## config.mk

```make
export PLATFORM = sky130hd
export DESIGN_NAME = cic_integrator_decimator
export DESIGN_NICKNAME = d
export VERILOG_FILES = /design/src/rtl/cic_integrator_decimator.sv
export SDC_FILE = /design/constraint.sdc
export NUM_CORES = 1
export LEC_CHECK = 0
export CAP_MARGIN = 30
export CORE_MARGIN = 4
export CORE_UTILIZATION = 40
export DETAILED_ROUTE_END_ITERATION = 16
export SLEW_MARGIN = 25
export SYNTH_ARGS = -nofsm -noshare
export SYNTH_HDL_FRONTEND = slang
export SYNTH_SLANG_ARGS = --single-unit
```

## constraint.sdc

```tcl
create_clock -name clk -period 2.66 [get_ports clk]
set_input_delay 0.532 -clock clk [delete_from_list [all_inputs] [get_ports clk]]
set_output_delay 0.532 -clock clk [all_outputs]
set_load 0.005 [all_outputs]
```

## src/rtl/cic_integrator_decimator.sv

```systemverilog
// cic_integrator_decimator
//   Integrator section and rate-R decimator of the CIC decimation filter.
//   It runs N cascaded wrap-around integrators at the input sample rate.
//   Every R-th accepted sample, the post-update last integrator value is
//   registered on y, and y_valid pulses for one clock.
//
// Ports
//   clk      in   1           system clock; all logic uses the rising edge
//   rst      in   1           synchronous reset, active-high
//   x_valid  in   1           input sample strobe
//   x        in   IN_WIDTH    signed input sample
//   y        out  ACC_WIDTH   signed decimated output (to the comb chain)
//   y_valid  out  1           one-cycle strobe; y holds a new sample
//   phase    out  PHASE_WIDTH number of accepted samples in the current group
module cic_integrator_decimator #(
  parameter int N         = 3,
  parameter int R         = 8,
  parameter int IN_WIDTH  = 12,
  parameter int ACC_WIDTH = 21,
  localparam int PHASE_WIDTH = (R > 1) ? $clog2(R) : 1
) (
  input  logic                        clk,
  input  logic                        rst,
  input  logic                        x_valid,
  input  logic signed [IN_WIDTH-1:0]  x,
  output logic signed [ACC_WIDTH-1:0] y,
  output logic                        y_valid,
  output logic [PHASE_WIDTH-1:0]      phase
);

  logic signed [ACC_WIDTH-1:0] acc [N];
  logic signed [ACC_WIDTH-1:0] x_ext;
  logic signed [ACC_WIDTH-1:0] acc_last_next;
  logic                        last_phase;

  assign x_ext      = ACC_WIDTH'(x);
  assign last_phase = (phase == PHASE_WIDTH'(R - 1));

  // y carries the value the last integrator holds after this edge, so the
  // output is aligned with the sample that completes the group.
  generate
    if (N == 1) begin : g_single
      assign acc_last_next = acc[0] + x_ext;
    end else begin : g_multi
      assign acc_last_next = acc[N-1] + acc[N-2];
    end
  endgenerate

  always_ff @(posedge clk) begin
    if (rst) begin
      for (int k = 0; k < N; k++) begin
        acc[k] <= '0;
      end
      phase   <= '0;
      y       <= '0;
      y_valid <= 1'b0;
    end else begin
      y_valid <= 1'b0;
      if (x_valid) begin
        acc[0] <= acc[0] + x_ext;
        // Each stage adds the previous stage's pre-edge value (one register per stage).
        for (int k = 1; k < N; k++) begin
          acc[k] <= acc[k] + acc[k-1];
        end
        if (last_phase) begin
          phase   <= '0;
          y       <= acc_last_next;
          y_valid <= 1'b1;
        end else begin
          phase <= phase + 1'b1;
        end
      end
    end
  end

endmodule
```

Word-level counts from Yosys, hierarchy flattened

Memory sizes are Yosys's and may differ from the RTL's.
Cells that the tools add are included.

Logic and storage cells: 25
Register bits after elaboration: 25
Memories kept: 1
RAM bits: 63

$add $sub $neg: 4
Equal/unequal tests: 1
Reduce and logical (&&, ||, !) cells: 2
Muxes and demuxes: 10
Bitwise logic cells: 4

Memory list:

| memory | depth | width | read ports | clocked after memory_dff | wr ports | line | source |
|---|---|---|---|---|---|---|---|
| acc    | 3     | 21    | 3          | 0                        | 3        | 31   | `logic signed [ACC_WIDTH-1:0] acc [N];` |

Operators by type and width:

| kind                                         | count |
|---|---|
| 2-to-1 mux 21 bit                            | 3 |
| adder 21 bit                                 | 2 |
| adder 21 x 12 -> 21 bit                      | 1 |
| 2-to-1 mux 1 bit                             | 6 |
| adder 3 x 1 -> 3 bit (second input constant) | 1 |
| == test 3 bit (second input constant)        | 1 |
| 2-to-1 mux 3 bit                             | 1 |
| OR 1 bit                                     | 3 |
| AND reduction 2 bit                          | 1 |
| OR reduction 2 bit                           | 1 |
| NOT 1 bit                                    | 1 |

Longest topological paths before layout

Depth after elaboration: 4
Mapped depth: 9

Worst setup path after synthesis

No wires, ideal clock.

Path type: input-to-reg
Start point: input port x[0]
End point: memory acc[0][20] (data pin)
Setup slack: -0.106 ns
Arrival: 2.502 ns
Library setup time: 0.264 ns
Data required time: 2.396 ns
Stages on the path: 9
Cell sequence: ha_1 -> fa_1 -> a211oi_1 -> o21ai_1 -> a31o_2 -> a311oi_2 -> a21oi_1 -> a22oi_1 -> o21ai_1

RTL lines:

| item            | line | source |
|---|---|---|
| start, declared | 25   | `input logic signed [IN_WIDTH-1:0] x,` |
| end, declared   | 31   |  |

==> out/results.txt <==
The startpoint of the lowest-slack hold path was y[13]. The logs give 0.314 for the global routing met2 resource utilization and 14600 sq um for the core area. Library cell contributing the largest single delay on the critical path: sky130_fd_sc_hd__clkdlybuf4s50_1. Entering global routing, the biggest net connects 53 pins.

The mean instance size in the synthesized netlist is 9.61 sq um. Among all flip-flop cells after synthesis, the most frequent one is sky130_fd_sc_hd__edfxtp_1. The tool flagged a number of max-cap violations equal to 0. The synthesized design spends more area on one cell type than any other, namely sky130_fd_sc_hd__edfxtp_1. The logs give 0.698 for the headroom to the max-slew limit and 917 for the post-layout instance count excluding filler cells. Number of DRC markers after the initial detailed-route iteration: 237. After synthesis the netlist holds a flip-flop and latch count of 88.

The longest clock path from root to sink contains 2 buffers. Setup violations remaining at the end of the flow were counted as 0. The run gives 10.5 mm as the half-perimeter wire length after detailed placement. The gate family responsible for the most delay along the worst path was compound AO/OA/AOI/OAI gates. The placed instances occupy a cell area of 7060 sq um. The first global-routing pass estimated 23.4 mm of wire.

The Yosys step of the flow raised 0 warnings. Area growth from synthesis to layout: 26.2%. The number of cell rows was 44. The I/O pin count is 40, and the count of input and output buffers is 39.

The synthesized design contains 63 enable-type register cells. The floorplan step set the die height to 130 microns. The proportion of layout cells with a drive suffix above 1 is 0.172. The startpoint identified for the worst register-to-register timing path is acc[0][0]. Synthesis produced a netlist with a net count of 704. The die covers 17000 sq um. The reg2reg setup slack is 0.06 ns. Yosys mapped the design onto 60 distinct sky130hd cell types. STA classifies the critical path startpoint as an input port. The run gives 0.411 as the initial core utilization.

The tools report the number of CTS-inserted buffers as 9. Setup repair after global routing could not meet its margin everywhere. Once routing completed, OpenROAD measured the worst setup slack at 0.0527 ns. The required time reported for the critical path endpoint was 2.75 ns. Yosys instantiated no cell more often than sky130_fd_sc_hd__nor2_1.

By startpoint and endpoint, the worst setup path is classified as in -> reg. For this design the ratio of total power to cell area is 586 nW/um^2. The hold violation count in the final report is 0, and the measured slew at the worst slew-check pin is 0.451 ns. The cell area that synthesis handed to floorplanning was 6000 sq um. Derived from the worst setup path, the maximum achievable clock frequency is 384 MHz. Ranked by total cell area, the synthesized netlist is headed by sky130_fd_sc_hd__edfxtp_1 (32%), sky130_fd_sc_hd__ha_1 (13%), sky130_fd_sc_hd__dfxtp_1 (8.3%).

The tools report the clock skew after layout as 0.00490 ns. The clock transition at the registers of the reported paths works out to 0.06 ns. The master cell of the clock root buffer is sky130_fd_sc_hd__clkbuf_16.

For the met1 usage, the log shows 0.203. The worst register-to-register path ends at acc[0][20]. The gate count after technology mapping is 624. Walking the worst path, the cells encountered are clkdlybuf4s50_1 -> ha_1 -> and3_1 -> a221o_1 -> a31o_4 -> a311oi_4 -> a21oi_2 -> a22oi_1 -> o21ai_1. The sequential area share after synthesis is 0.399, and the area of all placed cells without fillers is 7570 sq um.

For this run, design rule violations remaining after detail routing come to 0. For this run the aggregate overflow at the end of global routing stands at 0. For the area used by sequential logic in the layout, the log shows 2390 sq um. The later pin in the worst-skew pair is clocked with a latency of 0.33 ns.

The first detailed-routing pass took 5 iterations. Via count of the first global-routing pass: 5104. The run gives 1313 as the fill cell total of the finished layout. The worst hold path terminates at y[13]. After layout, the minimum clock period comes to 2.61 ns. The share of async-settable or async-resettable flops after synthesis came out at 0. STA puts the critical path data arrival time at 2.69 ns. The congestion estimate from routability-driven global placement came to 0.898. The run gives 3680 sq um as the combined area of the multi-input logic cells.

Along the worst hold path, the cell count comes to 2. The number of hold buffers added after CTS came out at 0. The number of slew-limit violations in the final report is 0, and the chip width is 130 microns.

The H-tree generated during clock tree synthesis spans 3 levels. For the leakage component of the power, the log shows 3.24 nW. The sort of element at the end of the critical path was a register. The delay of the slowest cell on the worst path came out at 0.40 ns. The total instance count after detailed placement is 893.

The clock drives 88 sinks. The worst hold path class was reg -> reg. Dividing the detail-routed via count by the number of cells gives 5.41.

At the end of the flow, the number of nets in the layout was 808. Counting instances in the post-synthesis netlist gives the leading cell types as sky130_fd_sc_hd__nor2_1 (90), sky130_fd_sc_hd__edfxtp_1 (63), sky130_fd_sc_hd__ha_1 (62). The pre-CTS setup slack came out at -0.593 ns. The count of buffering cells on the critical path with inverters included came out at 1. Dividing the detail-routed wire length by the instance count gives 15.2 microns. The global router's overall resource usage was 0.170; the share of the cycle needed by the critical path after routing was 0.980. 0 antenna diodes ended up in the layout. For the total via count in the routed design, the log shows 4958.

The number of antenna violations at the first check in global routing is 0, and the portion of synthesized cell area occupied by the leading cell type is 0.315. The run finished with clean final reports. In this run the worst path has a maximum fanout of 3. For the worst flop-to-flop path, the logic depth is 9. Fraction of met3 tracks used by global routing: 0.0301. Once detail routing completed, the nets flagged for antenna violations numbered 0. For the share of the core filled with cells in the final layout, the log shows 0.519.

Most congested layer reported by global routing: met2. TritonCTS built the clock tree. The routed wire length was 14.0 mm; the highest ir drop seen on vdd was 402 uV.
[how the worst max path moves through the flow]
stage / from / endpoint / depth (start not counted)
floorplan: x[0] / acc[0][20] / 9
global placement: x[0] / acc[0][20] / 10
detailed placement: x[0] / acc[0][20] / 10
CTS: x[5] / acc[0][19] / 10
global route: acc[0][0] / acc[0][16] / 9
finish: x[9] / acc[0][20] / 9
[per-stage QoR]
stage / hold WS (ns) / power [W] / TNS [ns]
final: 0.449 / 0.00443 / 0
after global routing: 0.467 / 0.00471 / -0.292
after CTS: 0.453 / 0.00442 / 0
after detailed placement: 0.444 / 0.00314 / -4.91
after global placement: 0.442 / 0.00311 / -4.29
after floorplan: 0.445 / 0.00270 / 0
[cell families (layout without fill, tap and decap cells)]
family	count (synthesis)	count (layout)	share of synthesized area
simple gates	208	208	0.160
compound gates	189	189	0.214
flops	88	88	0.399
fa+ha+maj	65	65	0.139
xor+xnor	47	47	0.0686
buf+inv	25	134	0.0156
mux	2	2	0.00334
[power by group]
part           switching [W]  total, W  internal, W
registers          0.0000807   0.00170      0.00162
logic               0.000811   0.00152     0.000709
clock network       0.000497   0.00122     0.000719
[placed cells by master, fill, tap and decap left out, drive strengths merged, types with 3 or more instances in the layout]
cell type	synthesis	routed
a31oi	8	8
o211ai	3	3
o21a	9	9
a21oi	49	49
dfxtp	25	25
o21ai	44	44
a21o	20	20
nand3	20	20
clkdlybuf4s50	0	36
nor3	14	14
a211oi	19	19
xor2	28	28
inv	9	9
fa	3	3
nand2	33	33
clkinv	1	5
clkbuf	14	11
or3	6	6
ha	62	62
a31o	3	3
xnor2	19	19
o21bai	5	5
nor2b	5	5
nor2	90	90
and2	14	14
or2	6	6
nand2b	7	7
a211o	4	4
buf	1	69
edfxtp	63	63
and3	9	9
o31ai	3	3
[cell type report]
cell class,instances,share of cell area
flip-flops and latches,88,0.316
clock buffers,11,0.0308
multi-input cells,511,0.487
inverters,10,0.00496
repair buffers,108,0.124
well taps,184,0.0304
clock inverters,5,0.00628
[flip-flops by register name, indices dropped and copies added (netlist names)]
register	count
acc	63
phase	3
y	21
y_valid	1
[worst reg2reg max path: stages, from the launching register on]
cell and delay (ns):
sky130_fd_sc_hd__edfxtp_1 0.42, sky130_fd_sc_hd__ha_2 0.22, sky130_fd_sc_hd__fa_2 0.38, sky130_fd_sc_hd__a211oi_4 0.27, sky130_fd_sc_hd__o21ai_2 0.13, sky130_fd_sc_hd__a31o_4 0.26
sky130_fd_sc_hd__a311oi_4 0.32, sky130_fd_sc_hd__a21oi_2 0.12, sky130_fd_sc_hd__a22oi_1 0.15, sky130_fd_sc_hd__o21ai_1 0.08
[timing repair]
action / in CTS / in global routing
resized for setup: 12 / 23
buffers inserted: 3 / 5
endpoints found under the hold margin: 0 / 0
pin swaps: 9 / 32
setup endpoints to repair: 12 / 33
gates cloned: 0 / 0
[per-layer routing]
layer	wire length, microns	vias to the layer above
li1	-	2531
met1	6110	2331
met5	0	-
met3	337	17
met2	7320	79
met4	195	0
(Power assumes the default switching activity.)
